$ cat src/rtl/ir_pkg.sv
// ir_pkg: shared constants and types for the NEC IR receive front-end.
// Slot timing defaults assume a 50 MHz system clock.
package ir_pkg;

  // 50 MHz / 28125 = 0.5625 ms, one NEC slot
  localparam int NEC_SLOT_DIV   = 28125;
  localparam int NEC_FILT_LEN   = 16;
  localparam int NEC_IDLE_SLOTS = 32;

  typedef enum logic {
    IDLE = 1'b0,
    RUN  = 1'b1
  } ir_state_t;

endpackage

$ cat src/rtl/ir_glitch_filter.sv
// ir_glitch_filter: accepts a new level only after it has persisted
// FILT_LEN consecutive cycles; flags the falling edge being committed.
module ir_glitch_filter
  import ir_pkg::*;
#(
  parameter int FILT_LEN = NEC_FILT_LEN
) (
  input  logic clk,
  input  logic reset,
  input  logic din,
  output logic dout,
  output logic fall
);

  localparam int CW = $clog2(FILT_LEN + 1);
  localparam logic [CW-1:0] LAST = CW'(FILT_LEN - 1);

  logic [CW-1:0] cnt_q, cnt_d;
  logic          lvl_q, lvl_d;

  // count cycles of disagreement; flip level on the FILT_LEN-th one
  always_comb begin
    lvl_d = lvl_q;
    cnt_d = '0;
    if (din != lvl_q) begin
      if (cnt_q == LAST) begin
        lvl_d = din;
      end else begin
        cnt_d = cnt_q + 1'b1;
      end
    end
  end

  // filter state, line idles high
  always_ff @(posedge clk) begin
    if (!reset) begin
      cnt_q <= '0;
      lvl_q <= 1'b1;
    end else begin
      cnt_q <= cnt_d;
      lvl_q <= lvl_d;
    end
  end

  assign dout = lvl_q;
  // high in the cycle before dout drops, so the edge is acted on
  // at the same clock that commits it
  assign fall = lvl_q & ~lvl_d;

endmodule

$ cat src/rtl/ir_sampler.sv
// ir_sampler: synchronises and filters the IR line, then emits one
// mid-slot sample per NEC slot, re-centred on every filtered falling edge.
module ir_sampler
  import ir_pkg::*;
#(
  parameter int DIV        = NEC_SLOT_DIV,
  parameter int FILT_LEN   = NEC_FILT_LEN,
  parameter int IDLE_SLOTS = NEC_IDLE_SLOTS,
  parameter bit INVERT     = 1'b0
) (
  input  logic clk,
  input  logic reset,
  input  logic ir_in,
  output logic ir_level,
  output logic sample_en,
  output logic sample,
  output logic ir_clk,
  output logic active
);

  localparam int CW = $clog2(DIV);
  localparam int SW = $clog2(IDLE_SLOTS + 1);
  localparam logic [CW-1:0] WRAP  = CW'(DIV - 1);
  localparam logic [CW-1:0] HALF  = CW'(DIV / 2);
  // chosen so the next strobe lands DIV/2 cycles after the edge
  localparam logic [CW-1:0] ALIGN = CW'(DIV - DIV / 2);
  localparam logic [SW-1:0] SLOT_LAST = SW'(IDLE_SLOTS - 1);

  logic ir_raw;
  logic sync1_q, sync2_q;
  logic fall;

  assign ir_raw = INVERT ? ~ir_in : ir_in;

  // two-flop synchroniser, preset to the idle level
  always_ff @(posedge clk) begin
    if (!reset) begin
      sync1_q <= 1'b1;
      sync2_q <= 1'b1;
    end else begin
      sync1_q <= ir_raw;
      sync2_q <= sync1_q;
    end
  end

  ir_glitch_filter #(
    .FILT_LEN (FILT_LEN)
  ) u_filt (
    .clk   (clk),
    .reset (reset),
    .din   (sync2_q),
    .dout  (ir_level),
    .fall  (fall)
  );

  logic [CW-1:0] cnt_q, cnt_d;
  logic          tick;
  logic          sample_en_q, sample_q, ir_clk_q;

  // realignment beats a wrap landing on the same cycle
  assign tick = (cnt_q == WRAP) && !fall;

  // next divider value
  always_comb begin
    cnt_d = cnt_q + 1'b1;
    if (fall) begin
      cnt_d = ALIGN;
    end else if (cnt_q == WRAP) begin
      cnt_d = '0;
    end
  end

  // slot divider, strobe, sample capture and slot clock
  always_ff @(posedge clk) begin
    if (!reset) begin
      cnt_q       <= '0;
      sample_en_q <= 1'b0;
      sample_q    <= 1'b1;
      ir_clk_q    <= 1'b1;
    end else begin
      cnt_q       <= cnt_d;
      sample_en_q <= tick;
      if (tick) begin
        sample_q <= ir_level;
      end
      ir_clk_q    <= (cnt_d < HALF);
    end
  end

  ir_state_t     state_q;
  logic [SW-1:0] slots_q;
  logic          active_q;

  // IDLE/RUN tracking: leave RUN after IDLE_SLOTS high samples in a row
  always_ff @(posedge clk) begin
    if (!reset) begin
      state_q  <= IDLE;
      slots_q  <= '0;
      active_q <= 1'b0;
    end else begin
      unique case (state_q)
        IDLE: begin
          if (fall) begin
            state_q  <= RUN;
            slots_q  <= '0;
            active_q <= 1'b1;
          end
        end
        RUN: begin
          if (fall) begin
            slots_q <= '0;
          end else if (tick) begin
            if (!ir_level) begin
              slots_q <= '0;
            end else if (slots_q == SLOT_LAST) begin
              state_q  <= IDLE;
              slots_q  <= '0;
              active_q <= 1'b0;
            end else begin
              slots_q <= slots_q + 1'b1;
            end
          end
        end
        default: begin
          state_q  <= IDLE;
          slots_q  <= '0;
          active_q <= 1'b0;
        end
      endcase
    end
  end

  assign sample_en = sample_en_q;
  assign sample    = sample_q;
  assign ir_clk    = ir_clk_q;
  assign active    = active_q;

endmodule

$ cat config.mk
export PLATFORM = sky130hd
export DESIGN_NAME = ir_sampler
export DESIGN_NICKNAME = d
export VERILOG_FILES = /design/src/rtl/ir_pkg.sv /design/src/rtl/ir_glitch_filter.sv /design/src/rtl/ir_sampler.sv
export SDC_FILE = /design/constraint.sdc
export NUM_CORES = 1
export LEC_CHECK = 0
export CAP_MARGIN = 20
export CELL_PAD_IN_SITES_DETAIL_PLACEMENT = 1
export CELL_PAD_IN_SITES_GLOBAL_PLACEMENT = 2
export CORE_ASPECT_RATIO = 1.5
export CORE_UTILIZATION = 39
export DETAILED_ROUTE_END_ITERATION = 10
export PLACE_DENSITY_LB_ADDON = 0.3
export SLEW_MARGIN = 40
export SYNTH_ARGS = -nofsm -noshare
export SYNTH_HDL_FRONTEND = slang
export SYNTH_SLANG_ARGS = --single-unit
$ cat constraint.sdc
create_clock -name clk -period 4.4 [get_ports clk]
set_input_delay 0.44 -clock clk [delete_from_list [all_inputs] [get_ports clk]]
set_output_delay 0.44 -clock clk [all_outputs]
set_load 0.005 [all_outputs]
# After elaboration in Yosys (flattened, before gate mapping)
# Cells that the tools add are included.
# Widths: inputs -> output; s select.
[op_classes] n_addsub=3 bitwise_logic=5 order_cmp=1 n_shift=0 n_div=0 muxes=22 n_mul=0 n_reduce_logical=5 n_eq_ne=10
[ops] operator="$mux 15" n=2
[ops] operator="$mux 6" n=5
[ops] operator="$add 15x1->15 const B" n=1
[ops] operator="$eq 15x15->1 const B" n=1
[ops] operator="$lt 15x14->1 const B" n=1
[ops] operator="$mux 1" n=12
[ops] operator="$pmux 6 s2" n=1
[ops] operator="$add 6x1->6 const B" n=1
[ops] operator="$eq 6x5->1 const B" n=1
[ops] operator="$ne 2x2->1 const B" n=3
[ops] operator="$add 5x1->5 const B" n=1
[ops] operator="$eq 5x4->1 const B" n=1
[ops] operator="$reduce_and 5->1" n=1
[ops] operator="$ne 2x1->1 const B" n=2
[ops] operator="$not 1->1" n=4
[ops] operator="$pmux 1 s2" n=2
[ops] operator="$ne 3x3->1 const B" n=1
[ops] operator="$reduce_or 3->1" n=1
[ops] operator="$reduce_and 2->1" n=1
[ops] operator="$and 1x1->1" n=1
[ops] operator="$logic_and 1x1->1" n=1
[ops] operator="$logic_not 1->1" n=1
[ops] operator="$ne 1x1->1" n=1
[totals] n_memories=0 register_bits=34 mem_bits_ro=0 in_bits=3 out_inout_bits=5 ramBits=0 word_cells=57 latch_bits=0

# Logic depth before layout (Yosys ltp)
# Gate-level depths: netlist of the first run.
[logic_depth] ltp_word=10 ltp_mapped=9 depth_no_buf=9

# By module
# From an unflattened synthesis of the first run, not the netlist that was laid out.
[hier_totals] hier_cells=191 area_unflattened_um2=1724.2
[modules_own_cells] module="ir_sampler" area_each_um2=1480.2 n_inst=1 cells_each=167
[modules_own_cells] module="ir_glitch_filter" area_each_um2=244.0 n_inst=1 cells_each=24

# Worst setup path before layout of the first run
# OpenSTA, ideal clock, no wires.
[synth_timing] kind="register -> register" from="reg cnt_q[2]" to="reg slots_q[5]" t_arrival_ns=1.902 n_path_buf=2 path_stages_with_launch=9 period_less_slack_ns=1.968 path_slack_ns=2.432 path_cell_list="dfxtp_1 -> clkbuf_2 -> nand3_4 -> or4_1 -> buf_6 -> or3_4 -> nor3_2 -> a21oi_1 -> nor2b_1"
[synth_via] elab_chain_len=4
[synth_rtl] item="start: declaration" line_no="ir_sampler.sv:56" rtl="logic [CW-1:0] cnt_q, cnt_d;"
[synth_rtl] item="start signal: assignment" line_no="ir_sampler.sv:81" rtl="cnt_q <= cnt_d;"
[synth_rtl] item="$eq 15x15->1" line_no="ir_sampler.sv:61" rtl="assign tick = (cnt_q == WRAP) && !fall;"
[synth_rtl] item="$logic_and 1x1->1" line_no="ir_sampler.sv:61"
[synth_rtl] item="$ne 3x3->1 (no line)"
[synth_rtl] item="$reduce_and 2->1 (no line)"
[synth_rtl] item="end signal: assignment" line_no="ir_sampler.sv:120" rtl="slots_q <= slots_q + 1'b1;"
[synth_rtl] item="end: declaration" line_no="ir_sampler.sv:91" rtl="logic [SW-1:0] slots_q;"
# No other way between the ends.
# A chain may end at the register's enable or synchronous reset.

# Worst setup path in the final report of the first run
[layout_timing] from="reg u_filt.cnt_q[0]" to="reg slots_q[5]"
[layout_via] elab_chain_len=9 elab_cells_between_ends=12 classes_between="eq/ne (3); mux (4); bitwise (2); reduce/logical (3)"
[layout_rtl] item="start: declaration" line_no="ir_glitch_filter.sv:18" rtl="logic [CW-1:0] cnt_q, cnt_d;"
[layout_rtl] item="start signal: assignment" line_no="ir_glitch_filter.sv:40" rtl="cnt_q <= cnt_d;"
[layout_rtl] item="$eq 5x4->1 (*)" line_no="ir_glitch_filter.sv:26" rtl="if (cnt_q == LAST) begin"
[layout_rtl] item="$mux 1 (*)" line_no="ir_glitch_filter.sv:26"
[layout_rtl] item="$mux 1 (*)" line_no="ir_glitch_filter.sv:25" rtl="if (din != lvl_q) begin"
[layout_rtl] item="$not 1->1 (*)" line_no="ir_glitch_filter.sv:48" rtl="assign fall = lvl_q & ~lvl_d;"
[layout_rtl] item="$and 1x1->1 (*)" line_no="ir_glitch_filter.sv:48"
[layout_rtl] item="$logic_not 1->1" line_no="ir_sampler.sv:61"
[layout_rtl] item="$logic_and 1x1->1" line_no="ir_sampler.sv:61"
[layout_rtl] item="$ne 3x3->1 (no line)"
[layout_rtl] item="$reduce_and 2->1 (no line)"
# Mark *: on every way between the ends. The rest lies on a longest branch, timed or not.

==> results of run 1 <==
critical path, cell delays in order (launching register included):
cell and delay (ns):
sky130_fd_sc_hd__dfxtp_1 0.36, sky130_fd_sc_hd__ha_1 0.20, sky130_fd_sc_hd__and3_1 0.17, sky130_fd_sc_hd__ha_1 0.18
sky130_fd_sc_hd__nand2b_1 0.10, sky130_fd_sc_hd__nor2_1 0.51, sky130_fd_sc_hd__a21oi_1 0.24, sky130_fd_sc_hd__a21o_1 0.22
sky130_fd_sc_hd__a21oi_1 0.16, sky130_fd_sc_hd__nor2b_1 0.07
sequential cells by signal (all words and copies together), names as in the netlist:
name / cells
ir_clk: 1
u_filt.cnt_q: 5
sample_en: 1
sample: 1
sync1_q: 1
sync2_q: 1
slots_q: 6
active: 1
u_filt.dout: 1
state_q: 1
cnt_q: 15
path summary, 6_finish.rpt:
check / start / to / cells after the start
max: u_filt.cnt_q[0] / slots_q[5] / 9
min reg2reg: sync1_q / sync2_q / 1
min: sync1_q / sync2_q / 1
max reg2reg: u_filt.cnt_q[0] / slots_q[5] / 9
placed cells by master, fill, tap and decap left out, types with 6 or more instances in the layout:
master                            Yosys  layout
sky130_fd_sc_hd__xor2_1               7       7
sky130_fd_sc_hd__nand2_1             10      10
sky130_fd_sc_hd__a21oi_1             11      11
sky130_fd_sc_hd__nand3_1             10      10
sky130_fd_sc_hd__xnor2_1              7       7
sky130_fd_sc_hd__nor2_1              16      16
sky130_fd_sc_hd__and2_1               6       6
sky130_fd_sc_hd__inv_1                7       7
sky130_fd_sc_hd__clkdlybuf4s50_1      0       7
sky130_fd_sc_hd__nor2b_1             12      12
sky130_fd_sc_hd__o21ai_0             11      11
sky130_fd_sc_hd__dfxtp_1             34      34
report_power, final:
| group | switching (mW) | internal [mW] |
|---|---|---|
| clock network | 0.116 | 0.167 |
| logic | 0.0111 | 0.00979 |
| registers | 0.00376 | 0.311 |
| total | 0.131 | 0.488 |
area by class of cell:
cell class | count | share of cell area
multi-input cells | 146 | 0.497
flip-flops and latches | 34 | 0.361
repair buffers | 8 | 0.0411
well taps | 45 | 0.0298
clock inverters | 3 | 0.0212
clock buffers | 5 | 0.0365
inverters | 7 | 0.0139
logic make-up after synthesis:
group / Yosys count / synth area share
buffers and inverters: 12 / 0.0323
adders and majority gates: 5 / 0.0376
AOI/OAI and AO/OA: 38 / 0.144
DFF: 34 / 0.409
and+or+nand+nor: 89 / 0.304
xor gates and xnor gates: 14 / 0.0736
per-layer routing:
metal,track usage,vias to the layer above,share of wire
met5,0,-,0
met2,0.366,20,0.55
met3,0.0283,9,0.015
li1,-,690,-
met4,0.115,0,0.030
met1,0.186,675,0.41
through the flow:
step                      hold WS [ns]  worst slack (ns)  cells
after global routing             0.435              1.78    248
after CTS                        0.432              2.05    248
after global placement           0.392              1.79    240
after floorplan                  0.386              2.43    192
after detailed placement         0.414              2.08    240
final                            0.419              2.09    248
==> out/summary.md, run 1 <==
The run finished with clean final reports. The synthesized design contains 34 register bits. For this block, the initial DRC count from the detailed router was 28. The final clock period utilization by the worst path is 0.524. For the worst max-slew margin expressed relative to the limit, the log shows 0.497.

Dividing the detail-routed wire length by the instance count gives 15.7 um. For the number of nets in the layout, the log shows 210. The most used flip-flop cell after synthesis is sky130_fd_sc_hd__dfxtp_1. After clock tree synthesis, the clock-pin slew on the worst setup and hold paths is 0.07 ns. By count the netlist is led by sky130_fd_sc_hd__dfxtp_1 (34), sky130_fd_sc_hd__nor2_1 (16), sky130_fd_sc_hd__nor2b_1 (12). The final cell utilization of the core is 0.468.

For the number of CTS-inserted buffers, the log shows 5. Global routing finished with a remaining overflow of 0. When the netlist entered floorplanning its net count stood at 200.

The floorplan has 28 rows. For the number of antenna violations at the first check in global routing, the log shows 0. The total area of sequential cells is 681 sq um, and the top achievable clock speed is 434 MHz.

The die footprint was 4540 sq um. 0 antenna diodes ended up in the layout. In this run the power density over the cells is 328 nW/um^2.

The pre-antenna-repair detailed-routing pass consisted of 4 iterations. The class of the most critical hold timing path is register to register. The tools report the estimated wirelength of the detail-placed design as 2910 um. Placed cell area: 1780 sq um. Buffers added to address setup during post-CTS repair amount to 0.

The run gives 2.48 ns as the arrival time of data at the critical path endpoint. Final setup violation count: 0. The logs give 0.409 for the sequential area share after synthesis and 0 for the residual antenna-violating net count after detailed routing. Setup repair after global routing left no endpoint under its margin.

The share of flip-flops with an asynchronous set or reset works out to 0. The share of cells above drive strength 1 came out at 0.0837. The final clock skew is 0.00536 ns.

The via count of the first global-routing pass was 1476; the layout overhead on the synthesized area was 13.3%. The logs give 8 for the top-level port count and 27 for the maximum number of pins on one net before global-route repair. The routed layout has 1394 vias. STA classifies the critical path endpoint as a register. Starting density of the core: 0.413. Summed over all instances, the cell type with the most area after synthesis is sky130_fd_sc_hd__dfxtp_1. After filler insertion, the fill cell instance count of the layout stands at 487. Routability-driven placement finished with a final weighted congestion of 0.840.

In the post-synthesis netlist, the biggest area contributors are sky130_fd_sc_hd__dfxtp_1 (41%), sky130_fd_sc_hd__nor2b_1 (4.5%), sky130_fd_sc_hd__ha_1 (3.8%). Input and output buffers added on the ports amount to 7. The design draws 0.619 mW. During synthesis, Yosys emitted a total of 0 warnings. The H-tree generated during clock tree synthesis spans 2 levels. The root buffer selected by CTS is sky130_fd_sc_hd__clkbuf_8. Averaged over all synthesized cells, the footprint is 8.67 sq um.

The cell area that synthesis handed to floorplanning was 1670 sq um. Buffers inserted to repair hold after CTS numbered 0. The die width works out to 55.4 um. Post-detailed-route DRC marker count: 0. In this run, post-CTS repair resized a total of 0 instances. The total count of hold-check failures in the final report is 0. Data on the critical path is required at its endpoint by 4.58 ns. The logs give 0 for the final number of max-transition violations and 256 uV for the highest ir drop seen on vdd. Max-cap violations in this run came to 0. Synthesis produced a netlist whose cell count is 192.

The portion of synthesized cell area occupied by the leading cell type was 0.409. The number of buffers on the longest clock path is 2, and the overall routing resource usage is 0.188. The tools report the critical path startpoint category as a register. In this run the static leakage power is 0.662 nW. The highest net fanout along the worst path is 10, and the unique cell type count in the Yosys netlist is 42. The worst-case register-to-register setup slack is 2.09 ns, and the average vias per placed instance is 5.62. The core area is 4030 sq um, and the number of enable-type register cells in the synthesized netlist is 0.

TritonCTS built the clock tree. For the final routed database, the setup TNS stands at 0 ns. The transition at the pin with the smallest max-transition slack is 0.748 ns. Startpoint-to-endpoint class of the critical path: register to register. Summed over all layers, the routed wires come to 3900 um. The cell with the most instances after synthesis was sky130_fd_sc_hd__dfxtp_1. The clock latency on the worst-skew pair is 0.28 ns, and the final design area excluding fillers is 1890 sq um.

The floorplan step set the die height to 82.0 um. Minimum clock period: 2.31 ns. CTS saw 34 sinks. The multi-input combinational cells in the finished layout cover a total of 937 sq um. The global-route wire length before repair is 6620 um.
No activity file was read; power rests on OpenSTA's default activity.
==> run 2, diff against run 1 <==
--- a/config.mk
+++ b/config.mk
@@ -9,7 +9,7 @@
 export CELL_PAD_IN_SITES_DETAIL_PLACEMENT = 1
 export CELL_PAD_IN_SITES_GLOBAL_PLACEMENT = 2
 export CORE_ASPECT_RATIO = 1.5
-export CORE_UTILIZATION = 39
+export CORE_UTILIZATION = 33
 export DETAILED_ROUTE_END_ITERATION = 10
 export PLACE_DENSITY_LB_ADDON = 0.3
 export SLEW_MARGIN = 40
==> constraint.sdc (replaced) <==
create_clock -name clk -period 1.9 [get_ports clk]
set_input_delay 0.19 -clock clk [delete_from_list [all_inputs] [get_ports clk]]
set_output_delay 0.19 -clock clk [all_outputs]
set_load 0.005 [all_outputs]
==> run 2 against run 1 <==
First-iteration DRC count grew 120%. Hold slack got worse by 0.0022 ns. Non-clock buffer count is 34 higher. Sequential share of layout area is 6.4 points lower. Register-to-register slack got worse by 2.1 ns. Critical path depth rose by 1. Count of clock-buffer cells in the layout unchanged. Wire length increased by 24%. Global-route usage rose by 2.3 points. Critical path type unchanged. Largest cell class unchanged.
==> out/summary.md, run 2 (synthesized netlist as in run 1, its figures left out) <==
The core area was 4850 sq um. Number of buffers on the longest clock path: 2. For this design the ratio of total power to cell area is 633 nW/um^2. OpenSTA, run right after detailed placement, puts the worst setup slack at -0.194 ns.

The wire length per cell after detailed routing was 15.9 um; the top achievable clock speed was 529 MHz. At the end of routability-driven placement, the weighted congestion stood at 0.900. The startpoint-to-endpoint class of the critical path is register to register.

Highest net fanout along the worst path: 5. In the final layout, the registers with the most flip-flops are cnt_q: 15 flops, slots_q: 6 flops, u_filt.cnt_q: 5 flops. The internal power of the cells totals 1.14 mW.

Setup repair after global routing could not meet its margin everywhere. The register with the most flip-flops in the layout has 15 of them. The average vias per placed instance is 5.13. The tools report the final design area excluding fillers as 2320 sq um. Entering global routing, the biggest net connects 16 pins.

The worst setup path is launched from a register. Number of optimization iterations in the first detailed-route pass: 4. The run gives 0.458 as the clock network fraction of total power. STA puts the critical path data required time at 2.08 ns. Post-detailed-route DRC marker count: 0.

The number of antenna violations at the first check in global routing is 0, and the final cell utilization of the core is 0.478. Class of the most critical hold timing path: register to register. In this run the horizontal extent of the chip is 60 um.

Net switching power of the design: 0.324 mW. Tracing the worst setup path back leads to its startpoint at u_filt.cnt_q[0]. The final route contains 1554 vias. After the first detailed-routing iteration, the DRC count stood at 62. TritonCTS built the clock tree.

Across the run, the number of max-cap violations was 0. The worst hold path begins at sync1_q. Hold-critical path depth: 1.

The flow ran to the end, and the final reports show no timing, DRC or antenna violations. The final clock period utilization by the worst path came out at 0.995. Total power for the finished layout comes to 1.47 mW. After clock tree synthesis, the clock-pin slew on the worst setup and hold paths is 0.08 ns. Measured along the y axis, the die boundary spans 89.0 um. The library cell used most frequently in the layout, excluding fill and tap cells, is sky130_fd_sc_hd__buf_4. The logs give 0.494 for the sequential share of power and 5 for the number of CTS-inserted buffers. Setup violations remaining at the end of the flow were counted as 0.

0 antenna diodes ended up in the layout. The nature of the critical path endpoint is a register. The via count of the first global-routing pass is 1749, and the number of port buffers is 7. The switching share of power works out to 0.220. The first global-routing pass estimated 8180 um of wire. For the top-level port count, the log shows 8. Counting flops per register, the top entry is cnt_q. The placed cell area was 2050 sq um; the residual antenna-violating net count after detailed routing was 0. The run gives 0.0119 ns as the final clock skew.

The layout overhead on the synthesized area works out to 39.3%. Wires add up to 4830 um. The startpoint of the worst-slack reg-to-reg timing path is u_filt.cnt_q[0]. For the total grt overflow, the log shows 0. The starting density of the core is 0.343, and the arrival time of data at the critical path endpoint is 2.07 ns.

The power share of the combinational group is 0.047, and the share of cells above drive strength 1 is 0.329. The routed design could run at a clock period as short as 1.89 ns. The die footprint is 5340 sq um. The final worst slack came out at 0.00933 ns. After legalization and detailed placement, the total HPWL measured 3550 um.

The run gives 0 as the final number of max-transition violations. For the worst-skew pair, the clock arrives at the later sink with an insertion delay of 0.29 ns. The number of nets in the layout was 244. The H-tree was split into 2 levels.

Row generation in the floorplan step produced 31 rows. The library cells used most frequently in the layout, excluding fill and tap cells, are sky130_fd_sc_hd__buf_4 (35), sky130_fd_sc_hd__dfxtp_1 (28), sky130_fd_sc_hd__nor2_1 (13), sky130_fd_sc_hd__nor2b_1 (12), sky130_fd_sc_hd__nand2_1 (10). Summed over all cells, the static leakage comes to 0.865 nW. The overall routing resource usage is 0.211, and the transition at the pin with the smallest max-transition slack is 0.367 ns.

Root buffer selected by CTS: sky130_fd_sc_hd__clkbuf_8. Across the VDD grid, the largest voltage drop is 418 uV. Counting cells, the worst reg-to-reg path comes to 10.

The total count of hold-check failures in the final report is 0, and the worst max-slew margin expressed relative to the limit is 0.751. The clock drives 34 sinks.
==> run 2: power by group through the flow <==
stage / registers, mW / logic [mW] / clock network [mW]
CTS: 0.725 / 0.0698 / 0.689
global route: 0.727 / 0.0769 / 0.714
finish: 0.726 / 0.0697 / 0.673
floorplan: 0.742 / 0.0367 / 0
global placement: 0.741 / 0.0616 / 0
detailed placement: 0.742 / 0.0651 / 0
==> run 2: path summary, 6_finish.rpt <==
path / to / slack (ns)
setup / recovery: ir_clk / 0.009
hold / removal: sync2_q / 0.42
setup reg to reg: ir_clk / 0.009
hold reg to reg: sync2_q / 0.42
==> run 2: stage by stage <==
stage	TNS, ns	hold slack, ns	instances
2_1_floorplan	-0.0302	0.263	192
3_3_place_gp	-0.110	0.393	293
3_5_place_dp	-0.358	0.410	293
4_1_cts	-0.0355	0.426	302
5_1_grt	-0.238	0.430	303
6_report	0	0.417	303
==> run 2: cell type report <==
cell class	count	area [sq um]
Fill cell	577	2530
Multi-Input combinational cell	146	1080
Sequential cell	34	688
Timing Repair Buffer	42	333
Tap cell	66	82.6
Clock buffer	5	68.8
Clock inverter	3	45.0
Inverter	7	26.3
==> run 2: timing repair <==
action                                  4_1_cts  5_1_grt
setup buffers                                 1        1
pin swaps                                     7        9
hold buffers                                  0        0
endpoints found under the setup margin        5        8
cloned                                        0        0
gates resized for setup                      16       18
==> run 2: metal layers <==
layer  global-route usage  part of all wire  vias up
li1                     -                 -      760
met1                0.211              0.38      764
met2                0.405              0.58       20
met3               0.0391             0.022       10
met4               0.0973             0.021        0
met5                    0                 0        -
==> run 2: worst max-delay path: stages (launching register included) <==
cell and delay, ns:
sky130_fd_sc_hd__dfxtp_2 0.36, sky130_fd_sc_hd__ha_4 0.14, sky130_fd_sc_hd__and3_4 0.20, sky130_fd_sc_hd__ha_4 0.15
sky130_fd_sc_hd__nand2b_4 0.06, sky130_fd_sc_hd__buf_4 0.14, sky130_fd_sc_hd__nor2_4 0.14, sky130_fd_sc_hd__a211oi_2 0.06
sky130_fd_sc_hd__nand2b_4 0.14, sky130_fd_sc_hd__a311oi_2 0.27, sky130_fd_sc_hd__a31oi_1 0.12
